### config.mk
export PLATFORM = sky130hd
export DESIGN_NAME = conv3_controller
export DESIGN_NICKNAME = d
export VERILOG_FILES = /design/src/rtl/conv3_controller_pkg.sv /design/src/rtl/conv3_controller_window_counter.sv /design/src/rtl/conv3_controller.sv
export SDC_FILE = /design/constraint.sdc
export NUM_CORES = 1
export LEC_CHECK = 0
export ABC_AREA = 0
export CAP_MARGIN = 15
export CORE_ASPECT_RATIO = 0.75
export CORE_MARGIN = 2
export CORE_UTILIZATION = 56
export CTS_CLUSTER_SIZE = 24
export DETAILED_ROUTE_END_ITERATION = 8
export PLACE_DENSITY_LB_ADDON = 0.05
export SLEW_MARGIN = 20
export SYNTH_ARGS = -nofsm -noshare
export SYNTH_HDL_FRONTEND = slang
export SYNTH_HIERARCHICAL = 1
export SYNTH_SLANG_ARGS = --single-unit
### constraint.sdc
create_clock -name clk -period 3.4 [get_ports clk]
set_input_delay 0.68 -clock clk [delete_from_list [all_inputs] [get_ports clk]]
set_output_delay 0.68 -clock clk [all_outputs]
set_load 0.05 [all_outputs]
### src/rtl/conv3_controller_pkg.sv
// Shared CNN layer-controller definitions: default feature-map geometry and
// the layer sequencing state type reused by the other layer controllers.
package conv3_controller_pkg;

  localparam int CNN_SIZE = 14;
  localparam int CNN_K    = 5;

  typedef enum logic [1:0] {
    ST_IDLE,
    ST_LOAD,
    ST_STREAM,
    ST_DONE
  } layer_state_e;

endpackage

### src/rtl/conv3_controller_window_counter.sv
// window_counter: pixel row/col tracking for one frame and registered
// window-result indices for the convolution output.
module window_counter
  import conv3_controller_pkg::*;
#(
  parameter int SIZE = CNN_SIZE,
  parameter int K    = CNN_K
) (
  input  logic       clk,
  input  logic       rst,
  input  logic       clr,
  input  logic       acc,
  output logic       at_last,
  output logic       out_valid,
  output logic [3:0] out_row,
  output logic [3:0] out_col
);

  localparam int CW = (SIZE > 1) ? $clog2(SIZE) : 1;
  localparam logic [CW-1:0] LAST = CW'(SIZE - 1);
  localparam logic [CW-1:0] WIN0 = CW'(K - 1);

  logic [CW-1:0] row_q, row_d, col_q, col_d;
  logic          out_valid_q, out_valid_d;
  logic [3:0]    out_row_q, out_row_d, out_col_q, out_col_d;
  logic          win_hit;

  always_comb begin
    row_d       = row_q;
    col_d       = col_q;
    out_valid_d = 1'b0;
    out_row_d   = out_row_q;
    out_col_d   = out_col_q;
    win_hit     = (row_q >= WIN0) && (col_q >= WIN0);
    if (clr) begin
      row_d = '0;
      col_d = '0;
    end else if (acc) begin
      if (col_q == LAST) begin
        col_d = '0;
        row_d = (row_q == LAST) ? '0 : row_q + 1'b1;
      end else begin
        col_d = col_q + 1'b1;
      end
      // Window anchored at the bottom-right pixel just accepted
      if (win_hit) begin
        out_valid_d = 1'b1;
        out_row_d   = 4'(row_q - WIN0);
        out_col_d   = 4'(col_q - WIN0);
      end
    end
  end

  always_ff @(posedge clk) begin
    if (rst) begin
      row_q       <= '0;
      col_q       <= '0;
      out_valid_q <= 1'b0;
      out_row_q   <= '0;
      out_col_q   <= '0;
    end else begin
      row_q       <= row_d;
      col_q       <= col_d;
      out_valid_q <= out_valid_d;
      out_row_q   <= out_row_d;
      out_col_q   <= out_col_d;
    end
  end

  assign at_last   = (row_q == LAST) && (col_q == LAST);
  assign out_valid = out_valid_q;
  assign out_row   = out_row_q;
  assign out_col   = out_col_q;

endmodule

### src/rtl/conv3_controller.sv
// conv3_controller: sequences weight load and pixel streaming for the conv3
// layer. Optional stall counter output enabled by CONV3_CTRL_PERF_EN.
module conv3_controller
  import conv3_controller_pkg::*;
#(
  parameter int SIZE         = CNN_SIZE,
  parameter int K            = CNN_K,
  parameter int WLOAD_CYCLES = 4
) (
  input  logic        clk,
  input  logic        rst,
  input  logic        start,
  input  logic        reload,
  input  logic        in_valid,
  output logic        in_ready,
  output logic        wb_read,
  output logic        conv_en,
  output logic        out_valid,
  output logic [3:0]  out_row,
  output logic [3:0]  out_col,
  output logic        busy,
  output logic        done
`ifdef CONV3_CTRL_PERF_EN
  ,
  output logic [15:0] stall_cnt
`endif
);

  localparam int LW = (WLOAD_CYCLES > 1) ? $clog2(WLOAD_CYCLES) : 1;
  localparam logic [LW-1:0] LOAD_TOP = LW'(WLOAD_CYCLES - 1);

  layer_state_e  state_q, state_d;
  logic [LW-1:0] load_cnt_q, load_cnt_d;
  logic          at_last;

  always_ff @(posedge clk) begin
    if (rst) begin
      state_q    <= ST_IDLE;
      load_cnt_q <= '0;
    end else begin
      state_q    <= state_d;
      load_cnt_q <= load_cnt_d;
    end
  end

  always_comb begin
    state_d    = state_q;
    load_cnt_d = load_cnt_q;
    in_ready   = 1'b0;
    wb_read    = 1'b0;
    busy       = 1'b1;
    done       = 1'b0;
    unique case (state_q)
      ST_IDLE: begin
        busy = 1'b0;
        if (start) begin
          if (reload) begin
            state_d    = ST_LOAD;
            load_cnt_d = LOAD_TOP;
          end else begin
            state_d = ST_STREAM;
          end
        end
      end
      ST_LOAD: begin
        // Weight read is a single pulse at the top of the load window
        wb_read = (load_cnt_q == LOAD_TOP);
        if (load_cnt_q == '0) state_d = ST_STREAM;
        else                  load_cnt_d = load_cnt_q - 1'b1;
      end
      ST_STREAM: begin
        in_ready = 1'b1;
        if (in_valid && at_last) state_d = ST_DONE;
      end
      ST_DONE: begin
        done    = 1'b1;
        state_d = ST_IDLE;
      end
      default: state_d = ST_IDLE;
    endcase
  end

  assign conv_en = in_valid & in_ready;

  window_counter #(
    .SIZE (SIZE),
    .K    (K)
  ) u_window_counter (
    .clk       (clk),
    .rst       (rst),
    .clr       (state_q == ST_DONE),
    .acc       (conv_en),
    .at_last   (at_last),
    .out_valid (out_valid),
    .out_row   (out_row),
    .out_col   (out_col)
  );

`ifdef CONV3_CTRL_PERF_EN
  logic [15:0] stall_cnt_q, stall_cnt_d;

  always_comb begin
    stall_cnt_d = stall_cnt_q;
    if ((state_q == ST_IDLE) && start)
      stall_cnt_d = '0;
    else if (in_ready && !in_valid && (stall_cnt_q != 16'hFFFF))
      stall_cnt_d = stall_cnt_q + 16'd1;
  end

  always_ff @(posedge clk) begin
    if (rst) stall_cnt_q <= '0;
    else     stall_cnt_q <= stall_cnt_d;
  end

  assign stall_cnt = stall_cnt_q;
`endif

endmodule
==> reports/metrics.yaml, run 1 <==
status: "finished, final reports clean"
insertion_delay_ps: 300
yosysTopAreaCell: "dfxtp_1"
synthArstFlopShare: 0
grt_pass1_vias: 872
synth_cells: 123
cts.sinks: 21
p_leak_nw: 0.5623
synth_area_sq_um: 1199
setup_ws_ps: 631.0
multi_input_area_sq_um: 703.2
tritoncts: "done"
p_per_area_nw_per_um2: 509.0
grt_usage: 0.2121
path_clk_slew_ps: 110
io-pin-count: 19
period_minus_slack_ps: 2769
die_w_um: 57.42
die-area_sq_um: 2530
skew_ps: 3.562
syn_nets: 141
cts_root_buf: "clkbuf_4"
cts_buffers: 3
cp-end-kind: "primary output"
netlist.area_leader.share: 0.3507
vias: 949
maxSlewHeadroom: 0.5899
synth.most_common_cell: "dfxtp_1"
avgSynthCellArea_sq_um: 9.745
routed_wl_um: 2289
fmax_ghz: 0.3611
grt_overflow: 0
setup_viol: 0
start_util: 0.5950
place_worst_setup_slack_ps: 623.9
synth.distinct_cells: 39
routedWlPerCell_um: 13.79
finalCritPeriodShare: 0.8144
die_y_um: 44.07
synth_ff_type: "dfxtp_1"
grt_max_degree: 16
rows: 14
ant_nets: 0
io_buffer_count: 18
final-hold-violation-count: 0
slew_violations: 0
detail_route.vias_per_cell: 5.717
ys_seq_area_frac: 0.3507
hp-class: "reg2reg"
drt_iter0_drc: 30
cts_resized: 0
worstReg2RegStart: "state_q[0]"
ys_top_cells_by_area: "dfxtp_1 35%, ha_1 14%, mux2i_1 5.0%"
criticalPathCategory: "in2out"
final_nets: 161
place.gp.congestion: 0.7582
yosysWarnings: 6
route.detailed.drc: 0
area.sequential_sq_um: 420.4
placed_area_sq_um: 1386
crit_start: "in_valid"
tns_ps: 0
synth_edf_count: 0
synth_common_cells: "21 x dfxtp_1, 13 x ha_1, 13 x nor2_1"
cp_max_fo: 2
clockBufferDepth: 2
rsz0062_at_grt: "false"
cp.required_ps: 2720
post-cts-setup-buffer-count: 0
hold_buffers: 0
arrival_ps: 2090
diodes: 0
dp_hpwl_um: 1727
design_area_sq_um: 1413
area_delta_synth_final_pct: 17.85
num-fill-cells: 166
drive_gt1_frac: 0.1268
antenna_found_initial: 0
grt_pass1_wl_um: 4008
cts.htree.levels: 1
ys_ff_latch: 21
vdd_drop_max_v: 0.0004818
coreArea_sq_um: 2014
first_pass_iters: 4
timing.critical_path.from_type: "primary input"
cap_violations: 0
worst_pin_slew_ps: 613.3
min-delay-start: "u_window_counter/out_col[0]"
## area by class of cell
type	count	area share
clock buffers	4	0.01860
inverters	10	0.02657
multi-input cells	87	0.4978
flip-flops and latches	21	0.2976
well taps	24	0.02126
repair buffers	20	0.1382
## cells in the final DEF, fill, tap and decap left out, types with 2 or more instances in the layout
cell type        Yosys  layout
a211oi_1             3       3
and2_1               3       3
clkdlybuf4s50_1      0      18
dfxtp_1             21      21
nor2b_1              2       2
a31oi_1              4       4
nor2_1              13      13
nand2b_1             2       2
inv_1               10      10
a21oi_1              5       5
buf_4                1       2
mux2i_1              6       6
o21ai_0              4       4
ha_1                13      13
nand4b_1             2       2
clkbuf_4             0       3
nand4_1              2       2
a211oi_2             4       4
nand2_1              4       4
## report_power, final
| group | switching (mW) | total (mW) | internal (mW) |
|---|---|---|---|
| logic | 0.173 | 0.303 | 0.130 |
| clock network | 0.0715 | 0.117 | 0.0458 |
| registers | 0.0307 | 0.299 | 0.268 |
## final timing paths
check | to | slack [ps] | depth (start not counted)
worst min-delay path | u_window_counter/out_col[0] | 500 | 2
worst min register to register | u_window_counter/out_col[0] | 500 | 2
worst max register to register | u_window_counter/out_col[1] | 1350 | 8
worst max-delay path | conv_en | 630 | 3
## registers in the layout, indices dropped and copies added (netlist names)
register / count
u_window_counter/out_valid: 1
state_q: 2
u_window_counter/col_q: 4
u_window_counter/out_col: 4
u_window_counter/row_q: 4
load_cnt_q: 2
u_window_counter/out_row: 4
## per-layer routing
layer  GRT usage  vias up  routed length (um)
met5           0        -                   0
met4     0.06512        0                  21
met3     0.07310        4                 150
met2      0.3068       28                 950
met1      0.3002      446                1167
li1            -      471                   -
## cells by family (layout without fill, tap and decap cells)
group                    count (synthesis)  after routing  share of synthesized area
flip-flops                              21             21                     0.3507
XOR/XNOR                                 2              2                    0.01462
multiplexers                             7              7                    0.06263
buffers and inverters                   15             34                    0.06264
adder cells (fa/ha/maj)                 13             13                     0.1357
AO/OA/AOI/OAI                           26             26                     0.1628
AND/OR/NAND/NOR                         39             39                     0.2109
## worst max-delay path, stage by stage
cell and delay, ps:
clkdlybuf4s50_1 470, and2_1 140, clkdlybuf4s50_1 800
## metrics by stage
| stage | util | instances | hold WS, ps | power, mW |
|---|---|---|---|---|
| 2_1_floorplan | - | 123 | 487.7 | 0.5348 |
| 3_3_place_gp | 0.6882 | 162 | 474.6 | 0.5954 |
| 3_5_place_dp | 0.6882 | 162 | 482.2 | 0.6036 |
| 4_1_cts | 0.7012 | 166 | 508.8 | 0.7210 |
| 5_1_grt | 0.7012 | 166 | 529.3 | 0.7692 |
| 6_report | 0.7012 | 166 | 504.0 | 0.7191 |
Power figures use the tool's default switching activity.
==> run 2, diff against run 1 <==
- CORE_UTILIZATION: 56 -> 52
- clock period: 3.4 -> 2.7 ns (I/O delays scaled with it)
==> reports/metrics.yaml, run 2 (synthesis results as in run 1) <==
cp-end-kind: "primary output"  # unchanged
cp_max_fo: 5  # was 2
cts_root_buf: "clkbuf_4"  # unchanged
cts.htree.levels: 1  # unchanged
io-pin-count: 19  # unchanged
vdd_drop_max_v: 0.0005347  # was 0.0004818 V
r2r_slack_ps: 780  # was 1350 ps
timing.critical_path.from_type: "flop"  # was primary input
criticalPathCategory: "reg2out"  # was in2out
first_pass_iters: 4  # unchanged
hp-class: "reg2reg"  # unchanged
status: "finished, final reports clean"  # unchanged
hold_depth: 2  # unchanged
grt_usage: 0.1936  # was 0.2121
clockBufferDepth: 2  # unchanged
finalCritPeriodShare: 0.9300
place_worst_setup_slack_ps: 443.5  # was 623.9 ps
die_w_um: 59.44  # was 57.42 um
slew_violations: 0  # unchanged
finish.utilization: 0.6409  # was 0.7012
routed_wl_um: 2286  # was 2289 um
post-cts-setup-buffer-count: 0  # unchanged
combPwrFrac: 0.428  # was 0.421
rsz0062_at_grt: "false"  # unchanged
grt_max_degree: 14  # was 16
worstReg2RegStart: "state_q[0]"  # unchanged
start_util: 0.5367  # was 0.5950
cts.sinks: 21  # unchanged
detail_route.vias_per_cell: 5.470  # was 5.717
final_nets: 162  # was 161
place_inst: 164  # was 162
hold_buffers: 0  # unchanged
seq_power_share: 0.410  # was 0.416
cts_buffers: 3  # unchanged
tritoncts: "done"  # unchanged
p_sw_mw: 0.3515  # was 0.2756 mW
skew_ps: 3.439  # was 3.562 ps
maxSlewHeadroom: 0.6613  # was 0.5899
path_clk_slew_ps: 110  # about the same
crit-reg2reg-capture: "u_window_counter/row_q[3]"  # was u_window_counter/out_col[1]
tns_ps: 0  # unchanged
period_minus_slack_ps: 2511
cap_violations: 0  # unchanged
routedWlPerCell_um: 13.61  # was 13.79 um
insertion_delay_ps: 310  # was 300 ps
dp_hpwl_um: 1721  # was 1727 um
route.detailed.drc: 0  # unchanged
finalNonFillerCells: 168  # was 166
drive_gt1_frac: 0.1399  # was 0.1268
cts_resized: 0  # unchanged
area_delta_synth_final_pct: 19.42  # was 17.85%
power.internal_mw: 0.5674  # was 0.4435 mW
placed_area_sq_um: 1405  # was 1386 sq um
design_area_sq_um: 1431  # was 1413 sq um
min_to: "u_window_counter/out_col[0]"  # unchanged
arrival_ps: 1970  # was 2090 ps
min-delay-start: "u_window_counter/out_col[0]"  # unchanged
rows: 15  # was 14
drt_iter0_drc: 40  # was 30
vias: 919  # was 949
final-hold-violation-count: 0  # unchanged
p_leak_nw: 0.5720  # was 0.5623 nW
p_per_area_nw_per_um2: 642.0  # was 509.0 nW/um^2
cp.required_ps: 2160  # was 2720 ps
switching_share: 0.3826  # was 0.3832
setup_ws_ps: 189.0  # was 631.0 ps
final_cell_mix: "21 x dfxtp_1, 17 x clkdlybuf4s50_1, 13 x ha_1, 13 x nor2_1, 10 x inv_1"  # was 21 x dfxtp_1, 18 x clkdlybuf4s50_1, 13 x ha_1, 13 x nor2_1, 10 x inv_1
io_buffer_count: 18  # unchanged
ant_nets: 0  # unchanged
clkPwrFrac: 0.162  # was 0.163
diodes: 0  # unchanged
place.gp.congestion: 0.7791  # was 0.7582
coreArea_sq_um: 2233  # was 2014 sq um
setup_viol: 0  # unchanged
die-area_sq_um: 2709  # was 2530 sq um
fmax_ghz: 0.3982
antenna_found_initial: 0  # unchanged
grt_pass1_vias: 857  # was 872
final_common_cell: "dfxtp_1"  # unchanged
worst_pin_slew_ps: 506.4  # was 613.3 ps
grt_pass1_wl_um: 3884  # was 4008 um
grt_overflow: 0  # unchanged
reg2regPathDepth: 6  # was 8
die_y_um: 45.58  # was 44.07 um
run 2: cell count changes in the layout (fill, tap and decap cells not counted):
cell	change
clkdlybuf4s50_1	-1
buf_12	+1
buf_4	+1
run 2: how the worst max path moves through the flow:
| stage | startpoint | to | cells after the start |
|---|---|---|---|
| floorplan | state_q[0] | u_window_counter/out_col[1] | 8 |
| global placement | in_valid | u_window_counter/row_q[3] | 5 |
| detailed placement | in_valid | u_window_counter/row_q[3] | 5 |
| CTS | state_q[1] | wb_read | 4 |
| global route | state_q[1] | wb_read | 4 |
| finish | state_q[1] | wb_read | 4 |
run 2: critical path: stages, from the launching register on:
cell and delay (ps):
dfxtp_1 380, inv_1 150, ha_1 210, and2_1 140, clkdlybuf4s50_1 790
run 2: routing by layer:
metal,wire (um),track usage,part of all wire
met3,87,0.05682,0.038
met5,0,0,0
met2,934,0.2769,0.41
met1,1245,0.2808,0.54
met4,19,0.05455,0.0083
run 2: final cells by class:
class / instances / area, sq um
fill: 195 / 802.0
multi-input combinational: 87 / 703.2
sequential: 21 / 420.4
timing repair buffer: 21 / 212.7
inverter: 10 / 37.54
tap: 25 / 31.28
clock buffer: 4 / 26.28
run 2: power groups by stage:
stage | sequential [mW] | combinational (mW) | clock [mW]
CTS | 0.376 | 0.393 | 0.158
global route | 0.382 | 0.430 | 0.166
finish | 0.377 | 0.393 | 0.149
global placement | 0.382 | 0.378 | 0
detailed placement | 0.383 | 0.391 | 0
floorplan | 0.365 | 0.308 | 0
run 2: stage by stage:
step | power [mW] | hold slack (ps)
after floorplan | 0.6735 | 487.7
after global placement | 0.7604 | 475.0
after detailed placement | 0.7746 | 481.7
after CTS | 0.9272 | 508.6
after global routing | 0.9787 | 525.0
final | 0.9189 | 502.4
==> run 3, diff against run 2 <==
- MAX_ROUTING_LAYER: unset -> met4
==> reports/metrics.yaml, run 3 (synthesis results as in run 1) <==
crit-reg2reg-capture: "u_window_counter/row_q[3]"  # unchanged
multi_input_area_sq_um: 703.2  # unchanged
final-hold-violation-count: 0  # unchanged
vias: 916  # was 919
setup_viol: 0  # unchanged
die-area_sq_um: 2709  # unchanged
met2_length_um: 937  # was 934 um
route.detailed.drc: 0  # unchanged
routedWlPerCell_um: 13.61  # about the same
grt_overflow: 0  # unchanged
final_cell_mix: "21 x dfxtp_1, 17 x clkdlybuf4s50_1, 13 x ha_1, 13 x nor2_1, 10 x inv_1"  # unchanged
tritoncts: "done"  # unchanged
finish.utilization: 0.6409  # unchanged
io_buffer_count: 18  # unchanged
wl_met1_um: 1257  # was 1245 um
period_minus_slack_ps: 2511  # about the same
grt_pass1_vias: 855  # was 857
rsz0062_at_grt: "false"  # unchanged
path_clk_slew_ps: 100  # was 110 ps
cp.required_ps: 2160  # about the same
timing.hold.ws_ps: 502.3  # was 502.4 ps
status: "finished, final reports clean"  # unchanged
finalCritPeriodShare: 0.9301  # was 0.9300
hp-class: "reg2reg"  # unchanged
place.gp.congestion: 0.7898  # was 0.7791
ant_nets: 0  # unchanged
slew_violations: 0  # unchanged
cts.sinks: 21  # unchanged
p_leak_nw: 0.5720  # unchanged
placed_area_sq_um: 1405  # unchanged
maxSlewHeadroom: 0.6613  # about the same
die_y_um: 45.58  # unchanged
crit_start: "state_q[1]"  # unchanged
criticalPathCategory: "reg2out"  # unchanged
grt_pass1_wl_um: 3891  # was 3884 um
hold_buffers: 0  # unchanged
r2r_slack_ps: 780  # about the same
worstReg2RegStart: "state_q[0]"  # unchanged
area.sequential_sq_um: 420.4  # unchanged
finalNonFillerCells: 168  # unchanged
routed_wl_um: 2287  # was 2286 um
cts_buffers: 3  # unchanged
start_util: 0.5367  # unchanged
die_w_um: 59.44  # unchanged
coreArea_sq_um: 2233  # unchanged
final_common_cell: "dfxtp_1"  # unchanged
cp-endpoint: "wb_read"  # unchanged
area_delta_synth_final_pct: 19.42  # unchanged
drt_iter0_drc: 34  # was 40
cap_violations: 0  # unchanged
post-cts-setup-buffer-count: 0  # unchanged
diodes: 0  # unchanged
clockBufferDepth: 2  # unchanged
grt_max_degree: 14  # unchanged
final_nets: 162  # unchanged
tns_ps: 0  # unchanged
cts.htree.levels: 1  # unchanged
skew_ps: 3.608  # was 3.439 ps
dp_hpwl_um: 1721  # unchanged
detail_route.vias_per_cell: 5.452  # was 5.470
cts_resized: 0  # unchanged
cp_max_fo: 5  # unchanged
first_pass_iters: 4  # unchanged
dr.max_layer_used: "met4"  # unchanged
cts_root_buf: "clkbuf_4"  # unchanged
cp-end-kind: "primary output"  # unchanged
worst_pin_slew_ps: 506.4  # about the same
place_inst: 164  # unchanged
num-fill-cells: 195  # unchanged
reg2regPathDepth: 6  # unchanged
fmax_ghz: 0.3982  # about the same
p_per_area_nw_per_um2: 642.0  # about the same
insertion_delay_ps: 310  # about the same
timing.critical_path.from_type: "flop"  # unchanged
antenna_found_initial: 0  # unchanged
arrival_ps: 1970  # about the same
vdd_drop_max_v: 0.0005345  # was 0.0005347 V
route.met3.wl_um: 76  # was 87 um
rows: 15  # unchanged
drive_gt1_frac: 0.1399  # unchanged
grt_usage: 0.2001  # was 0.1936
io-pin-count: 19  # unchanged
design_area_sq_um: 1431  # unchanged
[run 3: cell counts in the layout (fill, tap and decap cells not counted)]
No cell type changed its count.
[run 3: critical path: stages (launching register included)]
cell             delay [ps]
dfxtp_1                 380
inv_1                   150
ha_1                    210
and2_1                  140
clkdlybuf4s50_1         790
[run 3: routing by layer]
metal / up-vias / GRT usage
li1: 476 / -
met1: 422 / 0.2860
met2: 16 / 0.2769
met3: 2 / 0.05114
met4: 0 / 0.05455
met5: - / -
[run 3: worst min path at each step]
stage | startpoint | to | depth (start not counted)
after CTS | u_window_counter/out_col[1] | u_window_counter/out_col[1] | 2
after detailed placement | u_window_counter/out_col[1] | u_window_counter/out_col[1] | 2
after floorplan | u_window_counter/col_q[3] | u_window_counter/col_q[3] | 2
final | u_window_counter/out_col[0] | u_window_counter/out_col[0] | 2
after global placement | u_window_counter/out_col[0] | u_window_counter/out_col[0] | 2
after global routing | u_window_counter/out_col[0] | u_window_counter/out_col[0] | 2
[run 3: layout make-up]
type / count / share of cell area
Clock buffer: 4 / 0.01836
Inverter: 10 / 0.02622
Sequential cell: 21 / 0.2937
Multi-Input combinational cell: 87 / 0.4913
Tap cell: 25 / 0.02185
Timing Repair Buffer: 21 / 0.1486
[run 3: where the power goes]
part | switching (mW) | internal, mW
Sequential | 0.0391 | 0.338
Clock | 0.0916 | 0.0577
Combinational | 0.221 | 0.172
Total | 0.352 | 0.567
[run 3: metrics by stage]
stage / power, mW / setup WS (ps)
after floorplan: 0.6735 / 584.1
after global placement: 0.7604 / 474.5
after detailed placement: 0.7746 / 443.5
after CTS: 0.9272 / 181.1
after global routing: 0.9801 / 96.63
final: 0.9189 / 188.8
